===== config.mk =====
export PLATFORM = sky130hd
export DESIGN_NAME = ord_dispatcher
export DESIGN_NICKNAME = d
export VERILOG_FILES = /design/src/rtl/ord_dispatch_pkg.sv /design/src/rtl/rr_picker.sv /design/src/rtl/ord_dispatcher.sv
export SDC_FILE = /design/constraint.sdc
export NUM_CORES = 1
export LEC_CHECK = 0
export BUFFER_PORTS_ARGS = -buffer_cell sky130_fd_sc_hd__buf_2
export CAP_MARGIN = 0
export CORE_MARGIN = 4
export CORE_UTILIZATION = 51
export CTS_CLUSTER_SIZE = 12
export DETAILED_ROUTE_END_ITERATION = 16
export PLACE_DENSITY_LB_ADDON = 0.2
export SYNTH_ARGS = -nofsm -noshare
export SYNTH_HDL_FRONTEND = slang
export SYNTH_SLANG_ARGS = --single-unit

===== constraint.sdc =====
create_clock -name clk -period 6.1 [get_ports clk]
set_clock_uncertainty 0.05 [all_clocks]
set_input_delay 1.22 -clock clk [delete_from_list [all_inputs] [get_ports clk]]
set_output_delay 1.22 -clock clk [all_outputs]
set_load 0.01 [all_outputs]

===== src/rtl/ord_dispatch_pkg.sv =====
// Shared parameters and width helpers for the ordered-request dispatcher.
package ord_dispatch_pkg;

    localparam int unsigned ORD_DEPTH_DEF = 4;
    localparam int unsigned MAX_OUTS_DEF  = 4;
    localparam int unsigned ADDR_W_DEF    = 32;
    localparam int unsigned LEN_W_DEF     = 16;

    // Width of an ID; a single-ID configuration still needs one bit.
    function automatic int unsigned id_w_of(input int unsigned depth);
        return (depth > 1) ? $clog2(depth) : 1;
    endfunction

    // Width that holds the total outstanding count across every ID.
    function automatic int unsigned outs_cnt_w(input int unsigned depth,
                                               input int unsigned max_outs);
        return $clog2(depth * max_outs + 1);
    endfunction

endpackage


===== src/rtl/rr_picker.sv =====
// Round-robin search for the first eligible ID at or after the pointer.
module rr_picker #(
    parameter int unsigned N    = 4,
    parameter int unsigned ID_W = 2
) (
    input  logic [N-1:0]    eligible,
    input  logic [ID_W-1:0] ptr,
    output logic [N-1:0]    grant,
    output logic [ID_W-1:0] gnt_id,
    output logic            gnt_any
);

    logic        found;
    int unsigned idx;

    always_comb begin
        grant  = '0;
        gnt_id = '0;
        found  = 1'b0;
        idx    = 0;
        for (int unsigned k = 0; k < N; k++) begin
            idx = (32'(ptr) + k) % N;
            if (!found && eligible[ID_W'(idx)]) begin
                found               = 1'b1;
                grant[ID_W'(idx)]   = 1'b1;
                gnt_id              = ID_W'(idx);
            end
        end
    end

    assign gnt_any = |eligible;

endmodule


===== src/rtl/ord_dispatcher.sv =====
// Issues upstream requests to a downstream port with round-robin IDs, mirrors
// each issue onto a reorder-buffer order port, and tracks per-ID credits.
module ord_dispatcher
    import ord_dispatch_pkg::*;
#(
    parameter int unsigned ORD_DEPTH = ORD_DEPTH_DEF,
    parameter int unsigned ID_W      = id_w_of(ORD_DEPTH),
    parameter int unsigned MAX_OUTS  = MAX_OUTS_DEF,
    parameter int unsigned ADDR_W    = ADDR_W_DEF,
    parameter int unsigned LEN_W     = LEN_W_DEF
) (
    input  logic                                        clk,
    input  logic                                        rst,
    input  logic [ADDR_W-1:0]                           in_addr,
    input  logic [LEN_W-1:0]                            in_len,
    input  logic                                        in_vld,
    output logic                                        in_rdy,
    output logic [ID_W-1:0]                             m_id,
    output logic [ADDR_W-1:0]                           m_addr,
    output logic [LEN_W-1:0]                            m_len,
    output logic                                        m_vld,
    input  logic                                        m_rdy,
    output logic [ID_W-1:0]                             ord_id,
    output logic [LEN_W-1:0]                            ord_len,
    output logic                                        ord_vld,
    input  logic                                        ord_rdy,
    input  logic [ID_W-1:0]                             cpl_id,
    input  logic                                        cpl_vld,
    output logic [outs_cnt_w(ORD_DEPTH, MAX_OUTS)-1:0]  outs_cnt,
    output logic                                        cpl_err
);

    localparam int unsigned CNT_W  = $clog2(MAX_OUTS + 1);
    localparam int unsigned OUTS_W = outs_cnt_w(ORD_DEPTH, MAX_OUTS);

    logic [CNT_W-1:0]     cnt_q [ORD_DEPTH];
    logic [CNT_W-1:0]     cnt_d [ORD_DEPTH];
    logic [ID_W-1:0]      ptr_q, ptr_d;
    logic                 m_vld_q, m_vld_d;
    logic [ID_W-1:0]      m_id_q, m_id_d;
    logic [ADDR_W-1:0]    m_addr_q, m_addr_d;
    logic [LEN_W-1:0]     m_len_q, m_len_d;
    logic                 ord_vld_q, ord_vld_d;
    logic [ID_W-1:0]      ord_id_q, ord_id_d;
    logic [LEN_W-1:0]     ord_len_q, ord_len_d;
    logic [OUTS_W-1:0]    outs_cnt_q, outs_cnt_d;
    logic                 cpl_err_q, cpl_err_d;

    logic [ORD_DEPTH-1:0] eligible;
    logic [ORD_DEPTH-1:0] grant;
    logic [ID_W-1:0]      gnt_id;
    logic                 gnt_any;
    logic                 issue;
    logic                 cpl_in_range;
    logic                 cpl_ok;

    // An ID is eligible only on its registered count, so a same-cycle
    // completion cannot open a slot until the following cycle.
    always_comb begin
        for (int unsigned i = 0; i < ORD_DEPTH; i++) begin
            eligible[i] = (32'(cnt_q[i]) < MAX_OUTS);
        end
    end

    rr_picker #(
        .N    (ORD_DEPTH),
        .ID_W (ID_W)
    ) u_rr_picker (
        .eligible (eligible),
        .ptr      (ptr_q),
        .grant    (grant),
        .gnt_id   (gnt_id),
        .gnt_any  (gnt_any)
    );

    assign in_rdy       = gnt_any && (!m_vld_q || m_rdy) && (!ord_vld_q || ord_rdy);
    assign issue        = in_vld && in_rdy;
    assign cpl_in_range = (32'(cpl_id) < ORD_DEPTH);
    assign cpl_ok       = cpl_vld && cpl_in_range && (cnt_q[cpl_id] != '0);

    // Credit update, output register loading and the running total.
    always_comb begin
        ptr_d      = ptr_q;
        m_vld_d    = m_vld_q;
        m_id_d     = m_id_q;
        m_addr_d   = m_addr_q;
        m_len_d    = m_len_q;
        ord_vld_d  = ord_vld_q;
        ord_id_d   = ord_id_q;
        ord_len_d  = ord_len_q;
        outs_cnt_d = '0;
        cpl_err_d  = cpl_err_q || (cpl_vld && !cpl_ok);

        for (int unsigned i = 0; i < ORD_DEPTH; i++) begin
            cnt_d[i] = cnt_q[i];
            if ((issue && grant[i]) && !(cpl_ok && (32'(cpl_id) == i))) begin
                cnt_d[i] = cnt_q[i] + CNT_W'(1);
            end else if (!(issue && grant[i]) && (cpl_ok && (32'(cpl_id) == i))) begin
                cnt_d[i] = cnt_q[i] - CNT_W'(1);
            end
            outs_cnt_d = outs_cnt_d + OUTS_W'(cnt_d[i]);
        end

        if (issue) begin
            ptr_d     = (32'(gnt_id) == ORD_DEPTH - 1) ? '0 : gnt_id + ID_W'(1);
            m_vld_d   = 1'b1;
            m_id_d    = gnt_id;
            m_addr_d  = in_addr;
            m_len_d   = in_len;
            ord_vld_d = 1'b1;
            ord_id_d  = gnt_id;
            ord_len_d = in_len;
        end else begin
            if (m_rdy) begin
                m_vld_d = 1'b0;
            end
            if (ord_rdy) begin
                ord_vld_d = 1'b0;
            end
        end
    end

    always_ff @(posedge clk) begin
        if (rst) begin
            for (int unsigned i = 0; i < ORD_DEPTH; i++) begin
                cnt_q[i] <= '0;
            end
            ptr_q      <= '0;
            m_vld_q    <= 1'b0;
            m_id_q     <= '0;
            m_addr_q   <= '0;
            m_len_q    <= '0;
            ord_vld_q  <= 1'b0;
            ord_id_q   <= '0;
            ord_len_q  <= '0;
            outs_cnt_q <= '0;
            cpl_err_q  <= 1'b0;
        end else begin
            for (int unsigned i = 0; i < ORD_DEPTH; i++) begin
                cnt_q[i] <= cnt_d[i];
            end
            ptr_q      <= ptr_d;
            m_vld_q    <= m_vld_d;
            m_id_q     <= m_id_d;
            m_addr_q   <= m_addr_d;
            m_len_q    <= m_len_d;
            ord_vld_q  <= ord_vld_d;
            ord_id_q   <= ord_id_d;
            ord_len_q  <= ord_len_d;
            outs_cnt_q <= outs_cnt_d;
            cpl_err_q  <= cpl_err_d;
        end
    end

    assign m_vld    = m_vld_q;
    assign m_id     = m_id_q;
    assign m_addr   = m_addr_q;
    assign m_len    = m_len_q;
    assign ord_vld  = ord_vld_q;
    assign ord_id   = ord_id_q;
    assign ord_len  = ord_len_q;
    assign outs_cnt = outs_cnt_q;
    assign cpl_err  = cpl_err_q;

endmodule

# Word level (Yosys, flattened, before mapping)
# Memory sizes are Yosys's and may differ from the RTL's.
# Index checks and enable logic that the tools add are counted.
[totals] regBits=60 mem_bits_rw=12 inputBits=56 out_inout_bits=77 elab_cells=144 memories=1
[mem_list] name="cnt_q" depth=4 word_bits=3 rd=5 rd_clocked_by_memory_dff=0 write_ports=4 line_no="ord_dispatcher.sv:36" source="logic [CNT_W-1:0] cnt_q [ORD_DEPTH];"
[classes] n_addsub=15 n_lt_le_gt_ge=12 n_eq_ne=4 n_mux=47 n_bitwise=7 reduce_logical=50
[op_table] op="2-to-1 mux 3 bit" count=12
[op_table] op="logical AND 1 bit" count=28
[op_table] op="2-to-1 mux 1 bit" count=18
[op_table] op="2-to-1 mux 4 bit" count=4
[op_table] op="logical NOT 1 bit" count=14
[op_table] op="adder 3 x 1 -> 3 bit, second input constant" count=4
[op_table] op="< comparator 2 x 3 -> 1 bit, second input constant" count=4
[op_table] op="< comparator 3 bit, second input constant" count=4
[op_table] op="OR 4 bit" count=3
[op_table] op="subtractor 3 x 1 -> 3 bit, second input constant" count=4
[op_table] op="2-to-1 mux 2 bit" count=5
[op_table] op="binary-select mux 1 bit (select 2 bit)" count=4
[op_table] op="demux 1 bit (select 2 bit)" count=4
[op_table] op=">= comparator 2 x 1 -> 1 bit, second input constant" count=4
[op_table] op="equality test 2 bit, second input constant" count=3
[op_table] op="adder 4 x 3 -> 5 bit" count=1
[op_table] op="adder 5 x 3 -> 5 bit" count=1
[op_table] op="adder 2 x 1 -> 2 bit, second input constant" count=2
[op_table] op="adder 2 bit, second input constant" count=2
[op_table] op="adder 3 x 3 -> 4 bit" count=1
[op_table] op="OR 1 bit" count=4
[op_table] op="nonzero test 2 bit" count=2
[op_table] op="OR reduction 4 bit" count=1
[op_table] op="logical OR 1 bit" count=3
[op_table] op="other kinds (3)" count=3

# Logic depth before layout (Yosys ltp)
# Gate-level depths: netlist of the first run.
# An unclocked memory read counts as a cell.
[logic_depth] ltp_word=22 mapped_depth=18

# Modules after synthesis
# From an unflattened synthesis of the first run, not the netlist that was laid out.
[hier_totals] cells_unflattened=442 area_unflattened_um2=3751.1
[modules_own_cells] module="ord_dispatcher" instances=1 cells_per_inst=395 area_each_um2=3324.4 seq_area_each_um2=1441.4
[modules_own_cells] module="rr_picker" instances=1 cells_per_inst=47 area_each_um2=426.7 seq_area_each_um2=0.0

# Least setup slack after synthesis of the first run
# OpenSTA, ideal clock, no wires.
[synth_path] kind="input-to-reg" startpoint="in cpl_id[1]" endpoint="reg outs_cnt_q[3] (netlist: outs_cnt[3])" setup_ns=0.128 arrival_time_ns=4.456 path_slack_ns=1.467 stages=13 n_path_buf=2 cell_sequence="clkbuf_1 or4_1 and4_1 clkbuf_1 maj3_2 o21a_1 fa_1 fa_1 ha_1 inv_1 fa_1 xor2_1 nor2_1"
[synth_lines] item="start, declared" line_no="ord_dispatcher.sv:27" source="input logic [ID_W-1:0] cpl_id,"
[synth_lines] item="end signal, assigned" line_no="ord_dispatcher.sv:150" source="outs_cnt_q <= outs_cnt_d;"
[synth_lines] item="end, declared" line_no="ord_dispatcher.sv:46" source="logic [OUTS_W-1:0] outs_cnt_q, outs_cnt_d;"

==> results.txt, run 1 <==
- Initial core utilization: 53.49%
- Filler cells: 678
- Maximum clock insertion buffer count: 2
- R2r setup slk: 1.15 ns
- Pre-CTS setup slack: 1.129 ns
* Post-detail-place hpwl: 6.614 mm
- Standard-cell row count: 31
* Fmax: 0.2022 GHz
* Type of the worst setup path: reg -> reg
- The worst setup path is captured at a flip-flop.
- Counting flops with an async set or reset pin after synthesis yields a share of 0%.
- 133 I/O pins were placed.
- Yosys attributes the largest share of cell area to sky130_fd_sc_hd__dfxtp_1, sky130_fd_sc_hd__nand2_1, sky130_fd_sc_hd__a21oi_1, sky130_fd_sc_hd__ha_1, sky130_fd_sc_hd__buf_4.
* Standby leakage power: 2.221 nW
- Counting flops with a built-in enable in the synthesized netlist gives 0.
* Number of nets in the layout: 641
* Clock insertion delay at the later pin of the skew report: 0.34 ns
- R2R Path End: outs_cnt[4]$_SDFF_PP0_
- Maximum VDD drop: 0.0001393 V
- Power spread over the standard cell area amounts to 303.8 nW/µm².
- Number of buffers inserted by post-CTS setup repair: 0
* Count of cells along the worst register-to-register path: 15
- Fraction of final layout cells sized beyond drive strength 1: 31.74%
* Number of detailed-routing iterations run before antenna repair: 4
- TritonCTS built the clock tree.
- Cell area after synthesis: 3963 µm²
- Once layout is complete, the utilization of the core stands at 63.52%.
* Drt via density: 5.065
- Proportion of synthesized chip area in sequential cells: 36.38%
- Critical-path cell with the highest stage delay: sky130_fd_sc_hd__dfxtp_1
* Via count of the first global-routing pass: 3,199
- The number of hold violations in the final report came to 0.
* Total via count in the routed design: 3,358
- Max-Cap Viols: 0
- Worst path required time: 6.27 ns
* Largest net degree at the start of global routing: 54
- Instance count along the most critical hold path: 2
* Met3 capacity usage during global routing: 6.724%
* Finished layout cell area: 4706 µm²
- For the pin with the worst max-slew slack, the measured transition is 0.5728 ns.
* Post-CTS Resized: 0
- The initial antenna violation count is 0.
* Final setup violation count: 0
- Hold path endpoint: m_addr[10]$_SDFFE_PP0P_
- Averaged over all synthesized cells, the footprint is 8.614 µm².
- Total Die Area: 9244 µm²
- Post-synth net total: 542
* Worst hold margin: 0.4053 ns
- Of all cell types, the one taking the most synthesized area is sky130_fd_sc_hd__dfxtp_1.
- Ant. Diodes: 0
- Type of origin of the critical path: flip-flop
- The min-delay analysis places its worst path in the category reg -> reg.
* Final routed wire length divided by cell count: 13.57 µm
* Min cycle time layout: 4.946 ns
- After clock tree synthesis, the clock-pin slew on the worst setup and hold paths is 0.08 ns.
- In the routed design, unresolved DRC markers number 0.
- Die outline height: 96.15 µm
- TNS Setup: 0 ns
* Count of mapped cells out of synthesis: 460
- Weighted congestion at the end of routability-driven global placement: 0.9305
- After layout, the worst path uses 81.08% of the clock period.
- Measured against its own limit, the worst slew margin works out to 61.76%.
- WP data arrival: 5.12 ns
- GRT met1 Usage: 23.69%
* Share of Yosys cell area claimed by the top area cell type: 36.38%
- Routed Antenna Nets: 0
* Clock root buffer: sky130_fd_sc_hd__clkbuf_8
- The global routing stage identified its most utilized layer as met2.
- Level count of the clock H-tree: 3
- DR iter-0 viols: 175
* Number of buffer cells added on primary ports: 132
- Maximum fanout encountered on the critical timing path: 13
* Area post-placement: 4502 µm²
- Walking the worst path, the cells encountered are inv_1 > ha_1 > mux4_2 > and3b_1 > o221a_2 > a31oi_4 > mux2_4 > xor2_1 > fa_1 > fa_1 > inv_1 > ha_1 > a21o_1 > a21oi_1 > nor2_1.
* Number of buffers inserted for hold repair after clock tree synthesis: 0
- The total area inside the core boundary comes to 7408 µm².
- Slack of the critical path: 1.154 ns
- sky130_fd_sc_hd__nand2_1 is the most common cell in the netlist.
* Max-slew violation total from the final report: 0
- Biggest cell delay along the critical path: 0.69 ns
* Gr ovfl total: 0
* Met2 usage: 32.14%
* First-pass GRT wire length: 14.15 mm
- Synth cell count leaders: sky130_fd_sc_hd__nand2_1, sky130_fd_sc_hd__dfxtp_1, sky130_fd_sc_hd__a21oi_1, sky130_fd_sc_hd__inv_1, sky130_fd_sc_hd__ha_1
* Most used DFF post-synth: sky130_fd_sc_hd__dfxtp_1
* Growth of design area from synthesis to finish: 18.76%
- CTS Sinks: 72
- Setup repair after global routing left no endpoint under its margin.
- The flow ran to the end, and the final reports show no timing, DRC or antenna violations.
* Overall fraction of global-route tracks in use: 19.53%
- The Yosys step of the flow raised 0 warnings.
- Count of state elements after synthesis: 72
- The die is 96.15 µm wide.
- Total wirelength of the detailed-routed design: 8.994 mm
- Yosys mapped the design onto 53 distinct sky130hd cell types.
- The startpoint identified for the worst hold timing path is m_addr[10]$_SDFFE_PP0P_.
- Number of buffers inserted during clock tree synthesis: 9
## stage by stage
stage / power (mW) / cells
detailed placement: 1.060 / 647
global placement: 1.036 / 647
floorplan: 0.9353 / 460
finish: 1.430 / 663
global route: 1.534 / 663
CTS: 1.453 / 663
## critical path, delay by kind of cell, from the launching register on
| family | cells | cell delay [ns] |
|---|---|---|
| buffers and inverters | 2 | 0.34 |
| multiplexers | 2 | 0.75 |
| flip-flops | 1 | 0.69 |
| AO/OA/AOI/OAI | 4 | 0.76 |
| XOR/XNOR | 1 | 0.16 |
| adder cells (fa/ha/maj) | 4 | 1.80 |
| AND/OR/NAND/NOR | 2 | 0.28 |
## final cells by class
cell class	count	area, µm²	area share, %
multi-input combinational	316	2160	45.89
sequential	72	1441	30.63
timing repair buffer	135	683.2	14.52
clock buffer	10	137.6	2.925
tap	99	123.9	2.632
inverter	25	93.84	1.994
clock inverter	6	66.31	1.409
## layout by cell type, fill, tap and decap left out, drive strengths merged, types with 5 or more instances in the layout
master and n:
fa 6, ha 20, nand2 107, o221a 6, nor2 18, mux2i 7
mux2 6, inv 26, nor2b 7, dfxtp 72, xnor2 10, nand4 5
buf 135, o21ai 8, a21oi 54, clkbuf 10
## routing by layer
| layer | share of wire (%) | wire length (µm) |
|---|---|---|
| met2 | 50 | 4485 |
| met1 | 43 | 3903 |
| met3 | 5.9 | 534 |
| met5 | 0 | 0 |
| met4 | 0.80 | 72 |
## power by group
part / leakage [nW] / switching (mW) / internal, mW / total [mW]
combinational: 1.53 / 0.254 / 0.223 / 0.478
clock: 0.0949 / 0.187 / 0.201 / 0.388
sequential: 0.592 / 0.0444 / 0.520 / 0.564
total: 2.22 / 0.486 / 0.944 / 1.43
## worst max path at each step
stage                                  end      start  slack (ns)  depth (start not counted)
finish              outs_cnt[4]$_SDFF_PP0_  flip-flop        1.15                         15
global route        outs_cnt[4]$_SDFF_PP0_  flip-flop        0.92                         15
floorplan           outs_cnt[3]$_SDFF_PP0_  cpl_id[1]        1.47                         13
detailed placement  outs_cnt[4]$_SDFF_PP0_  flip-flop        1.13                         15
global placement    outs_cnt[3]$_SDFF_PP0_  flip-flop        1.29                         15
CTS                 outs_cnt[4]$_SDFF_PP0_  flip-flop        1.13                         15
## state kept, by name, summed over array words and instances, names as in the netlist, named ones only
register  cells
outs_cnt      5
ord_id        2
ord_vld       1
m_vld         1
ptr_q         1
cnt_q        12
m_addr       32
ord_len      16
cpl_err       1
## cells by family (layout without fill, tap and decap cells)
family,after synthesis,after routing,share of synthesized area [%]
flip-flops,72,72,36.38
multiplexers,17,17,6.126
adder cells (fa/ha/maj),29,29,10.20
XOR/XNOR,14,14,3.094
AND/OR/NAND/NOR,163,163,19.42
AO/OA/AOI/OAI,93,93,15.63
buffers and inverters,72,176,9.157
No activity file was read; power rests on OpenSTA's default activity.
==> inputs of run 2 (changes only) <==
ABC_AREA = 1   (was not set)
CORE_UTILIZATION = 50   (was 51)
clock period = 4.7 ns   (was 6.1 ns; I/O delays follow)
==> run 2 against run 1 <==
Power grew 47%. Fmax rose by 19%. Combinational power is 71% higher. First-iteration DRC count rose by 9.1%. Area after synthesis is 4.4% lower. Critical path type unchanged. Global-route usage grew 1.3 points. Critical path depth is 3 higher.
==> results.txt, run 2 <==
- Status: finished clean (unchanged)
- Count of cells along the worst register-to-register path: 18 (was 15)
* Number of detailed-routing iterations run before antenna repair: 5 (was 4)
- Total via count in the routed design: 3,672 (was 3,358)
- Most common cell after layout, fill and taps aside: sky130_fd_sc_hd__buf_2 (unchanged)
* First-pass GRT wire length: 15.01 mm (was 14.15 mm)
- The worst ir drop on vdd came to 0.0002271 V (was 0.0001393 V).
* Worst slew slack as a fraction of its limit: 22.13% (was 61.76%)
- Fmax: 0.2397 GHz (was 0.2022 GHz)
- The synthesis warning total was 0 (unchanged).
- Share of Yosys cell area claimed by the top area cell type: 38.06% (was 36.38%)
* Worst Tran Pin Value: 1.167 ns (was 0.5728 ns)
* Ant. Diodes: 0 (unchanged)
- Via count of the first global-routing pass: 3,362 (was 3,199)
- Total Die Area: 9032 µm² (was 9244 µm²)
* Antenna violations before repair: 0 (unchanged)
- The synthesis-to-finish area growth is 20.98% (was 18.76%).
- Overall fraction of global-route tracks in use: 20.86% (was 19.53%)
* Worst path required time: 4.87 ns (was 6.27 ns)
- Worst-path clk slew: 0.08 ns (about the same)
- The number of buffers on the longest clock path is 2 (unchanged).
- Type of origin of the critical path: flip-flop (unchanged)
- Count of unique library cells instantiated by Yosys: 25 (was 53)
- Clock insertion delay at the later pin of the skew report: 0.34 ns (about the same)
- Post-synth net total: 607 (was 542)
- Max-Cap Viols: 0 (unchanged)
- The remaining global-route overflow was 0 (unchanged).
- Slack of the critical path: 0.5275 ns (was 1.154 ns)
- Syn_area_per_cell: 7.214 µm² (was 8.614 µm²)
- The count of buffers added by post-CTS timing repair for setup was 0 (unchanged).
- Pre-CTS setup slack: 0.5166 ns (was 1.129 ns)
- Pwr/cell area: 459.5 nW/µm² (was 303.8 nW/µm²)
* R2R Path End: outs_cnt[3]$_SDFF_PP0_ (was outs_cnt[4]$_SDFF_PP0_)
- CTS Sinks: 72 (unchanged)
* Critical path endpoint category: flip-flop (unchanged)
- The beginning of the worst hold path is cpl_err$_SDFF_PP0_ (was m_addr[10]$_SDFFE_PP0P_).
- Yosys top cell by area: sky130_fd_sc_hd__dfxtp_1 (unchanged)
* Cell area after synthesis: 3787 µm² (was 3963 µm²)
* Sum of internal, switching and leakage power: 2.106 mW (was 1.430 mW)
- Share of synthesized flip-flops with an asynchronous set or reset: 0% (unchanged)
- Type of the worst setup path: reg -> reg (unchanged)
- Fraction of final layout cells sized beyond drive strength 1: 27.23% (was 31.74%)
- The count of input and output buffers is 132 (unchanged).
* Level count of the clock H-tree: 3 (unchanged)
- The starting density of the core is 51.94% (was 53.49%).
* Final routed wire length divided by cell count: 12.36 µm (was 13.57 µm)
* Number of nets in the layout: 716 (was 641)
- The count of pins over their slew limit came to 0 (unchanged).
- The endpoint arrival time on the critical path came to 4.34 ns (was 5.12 ns).
- Count of flip-flops with a built-in enable after synthesis: 0 (unchanged)
- Count of state elements after synthesis: 72 (unchanged)
- The initial detailed-routing violation count came to 191 (was 175).
- The fill cell instance count of the final layout came to 712 (was 678).
- The cell count after synthesis came to 525 (was 460).
- Synth cell count leaders: sky130_fd_sc_hd__nor2_1, sky130_fd_sc_hd__nand2_1, sky130_fd_sc_hd__dfxtp_1, sky130_fd_sc_hd__o21ai_0, sky130_fd_sc_hd__inv_1 (was sky130_fd_sc_hd__nand2_1, sky130_fd_sc_hd__dfxtp_1, sky130_fd_sc_hd__a21oi_1, sky130_fd_sc_hd__inv_1, sky130_fd_sc_hd__ha_1).
- Instance count along the most critical hold path: 2 (unchanged)
- HP Class: reg -> reg (unchanged)
- Final hold violations: 0 (unchanged)
- Standard-cell row count: 31 (unchanged)
- Count of pins on the block boundary: 133 (unchanged)
- Most numerous cell in the Yosys netlist: sky130_fd_sc_hd__nor2_1 (was sky130_fd_sc_hd__nand2_1)
* Die outline height: 95.04 µm (was 96.15 µm)
- Maximum fanout encountered on the critical timing path: 10 (was 13)
- Highest-count cells in the layout ignoring fill and taps: sky130_fd_sc_hd__buf_2, sky130_fd_sc_hd__nor2_1, sky130_fd_sc_hd__nand2_1, sky130_fd_sc_hd__dfxtp_1, sky130_fd_sc_hd__o21ai_0 (was sky130_fd_sc_hd__buf_2, sky130_fd_sc_hd__nand2_1, sky130_fd_sc_hd__dfxtp_1, sky130_fd_sc_hd__a21oi_1, sky130_fd_sc_hd__inv_1)
- The routability congestion estimate was 0.9614 (was 0.9305).
- Drt via density: 4.976 (was 5.065)
- The number of gates given a new drive strength after cts was 0 (unchanged).
- Unrepaired setup endpoints after global routing: no (unchanged)
- The final critical-path share of the clock period came to 88.78% (was 81.08%).
* Number of buffers inserted during clock tree synthesis: 9 (unchanged)
- The total negative slack for setup checks came to 0 ns (unchanged).
* Final setup violation count: 0 (unchanged)
- Routed Antenna Nets: 0 (unchanged)
- Placeable Area: 7292 µm² (was 7408 µm²)
- The clock root buffer was sky130_fd_sc_hd__clkbuf_8 (unchanged).
- Largest net degree at the start of global routing: 54 (unchanged)
- The share of the yosys chip area belonging to registers came to 38.06% (was 36.38%).
- The primary flip-flop cell chosen by synthesis mapping was sky130_fd_sc_hd__dfxtp_1 (unchanged).
- Die span in x: 95.04 µm (was 96.15 µm)
- Final core area utilization: 62.83% (was 63.52%)
- R2r setup slk: 0.53 ns (was 1.15 ns)
- Cell types with the largest area share after synthesis: sky130_fd_sc_hd__dfxtp_1, sky130_fd_sc_hd__nor2_1, sky130_fd_sc_hd__nand2_1, sky130_fd_sc_hd__o21ai_0, sky130_fd_sc_hd__ha_1 (was sky130_fd_sc_hd__dfxtp_1, sky130_fd_sc_hd__nand2_1, sky130_fd_sc_hd__a21oi_1, sky130_fd_sc_hd__ha_1, sky130_fd_sc_hd__buf_4)
* Hold path endpoint: cpl_err$_SDFF_PP0_ (was m_addr[10]$_SDFFE_PP0P_)
- DRC violation count after routing: 0 (unchanged)
- The static leakage came to 2.503 nW (was 2.221 nW).
- The clock period minus worst slack was 4.173 ns (was 4.946 ns).
* Critical register-to-register path startpoint: ptr_q[1]$_SDFFE_PP0P_
* Clock tree from TritonCTS: done (unchanged)
* Post-detail-place hpwl: 6.743 mm (was 6.614 mm)
- The number of flip-flops in the largest register came to 32 (unchanged).
* Number of buffers inserted for hold repair after clock tree synthesis: 0 (unchanged)
- Total wirelength of the detailed-routed design: 9.119 mm (was 8.994 mm)
==> run 2: cell type report <==
type | count | area, µm² | share of cell area, %
Multi-Input combinational cell | 368 | 1929 | 42.11
Sequential cell | 72 | 1441 | 31.46
Timing Repair Buffer | 136 | 690.7 | 15.07
Inverter | 47 | 178.9 | 3.905
Clock buffer | 10 | 127.6 | 2.785
Tap cell | 99 | 123.9 | 2.703
Clock inverter | 6 | 90.09 | 1.966
==> run 2: report_power, final <==
part	total, mW	leakage [nW]	switching, mW	internal (mW)
clock network	0.542	0.107	0.240	0.302
registers	0.747	0.595	0.0517	0.695
logic	0.816	1.80	0.499	0.318
==> run 2: cells by family after synthesis <==
logic type | count (synthesis) | share of synthesized area [%]
AND/OR/NAND/NOR | 269 | 31.25
buffers and inverters | 85 | 11.00
AO/OA/AOI/OAI | 72 | 9.680
flip-flops | 72 | 38.06
adder cells (fa/ha/maj) | 26 | 9.779
XOR/XNOR | 1 | 0.2313
==> run 2: stage by stage <==
stage          hold WS, ns  cell area [µm²]  cells
4_1_cts             0.4260             4582    738
3_5_place_dp        0.4069             4364    722
5_1_grt             0.4568             4582    738
2_1_floorplan       0.4464             3787    525
3_3_place_gp        0.3929             4364    722
6_report            0.4164             4582    738
==> run 2: worst max path at each step <==
stage	from	to	slack (ns)	cells after the start
finish	ptr_q[1]$_SDFFE_PP0P_	outs_cnt[3]$_SDFF_PP0_	0.53	18
floorplan	m_rdy	outs_cnt[3]$_SDFF_PP0_	0.69	17
global placement	m_rdy	outs_cnt[3]$_SDFF_PP0_	0.62	17
CTS	ptr_q[1]$_SDFFE_PP0P_	outs_cnt[3]$_SDFF_PP0_	0.55	18
detailed placement	m_rdy	outs_cnt[3]$_SDFF_PP0_	0.52	17
global route	ptr_q[1]$_SDFFE_PP0P_	outs_cnt[3]$_SDFF_PP0_	0.27	18
==> run 2: metal layers <==
metal	global-route usage (%)	wire length, µm	vias to the layer above
met5	0	0	-
met4	9.135	195	0
li1	-	-	1864
met2	34.94	4462	139
met3	4.657	729	21
met1	25.72	3731	1648
==> run 2: worst max-delay path, stage by stage (launching register included) <==
cell	delay (ns)
sky130_fd_sc_hd__dfxtp_1	0.49
sky130_fd_sc_hd__inv_1	0.23
sky130_fd_sc_hd__ha_1	0.39
sky130_fd_sc_hd__inv_1	0.10
sky130_fd_sc_hd__nand3_2	0.10
sky130_fd_sc_hd__nand2_4	0.09
sky130_fd_sc_hd__nor2_8	0.15
sky130_fd_sc_hd__nand3_1	0.11
sky130_fd_sc_hd__nand3_2	0.11
sky130_fd_sc_hd__nand3_1	0.15
sky130_fd_sc_hd__nand3_1	0.15
sky130_fd_sc_hd__nand2_1	0.10
sky130_fd_sc_hd__fa_1	0.51
sky130_fd_sc_hd__fa_1	0.53
sky130_fd_sc_hd__ha_1	0.17
sky130_fd_sc_hd__inv_1	0.05
sky130_fd_sc_hd__fa_1	0.37
sky130_fd_sc_hd__xor2_1	0.14
sky130_fd_sc_hd__nor2_1	0.05
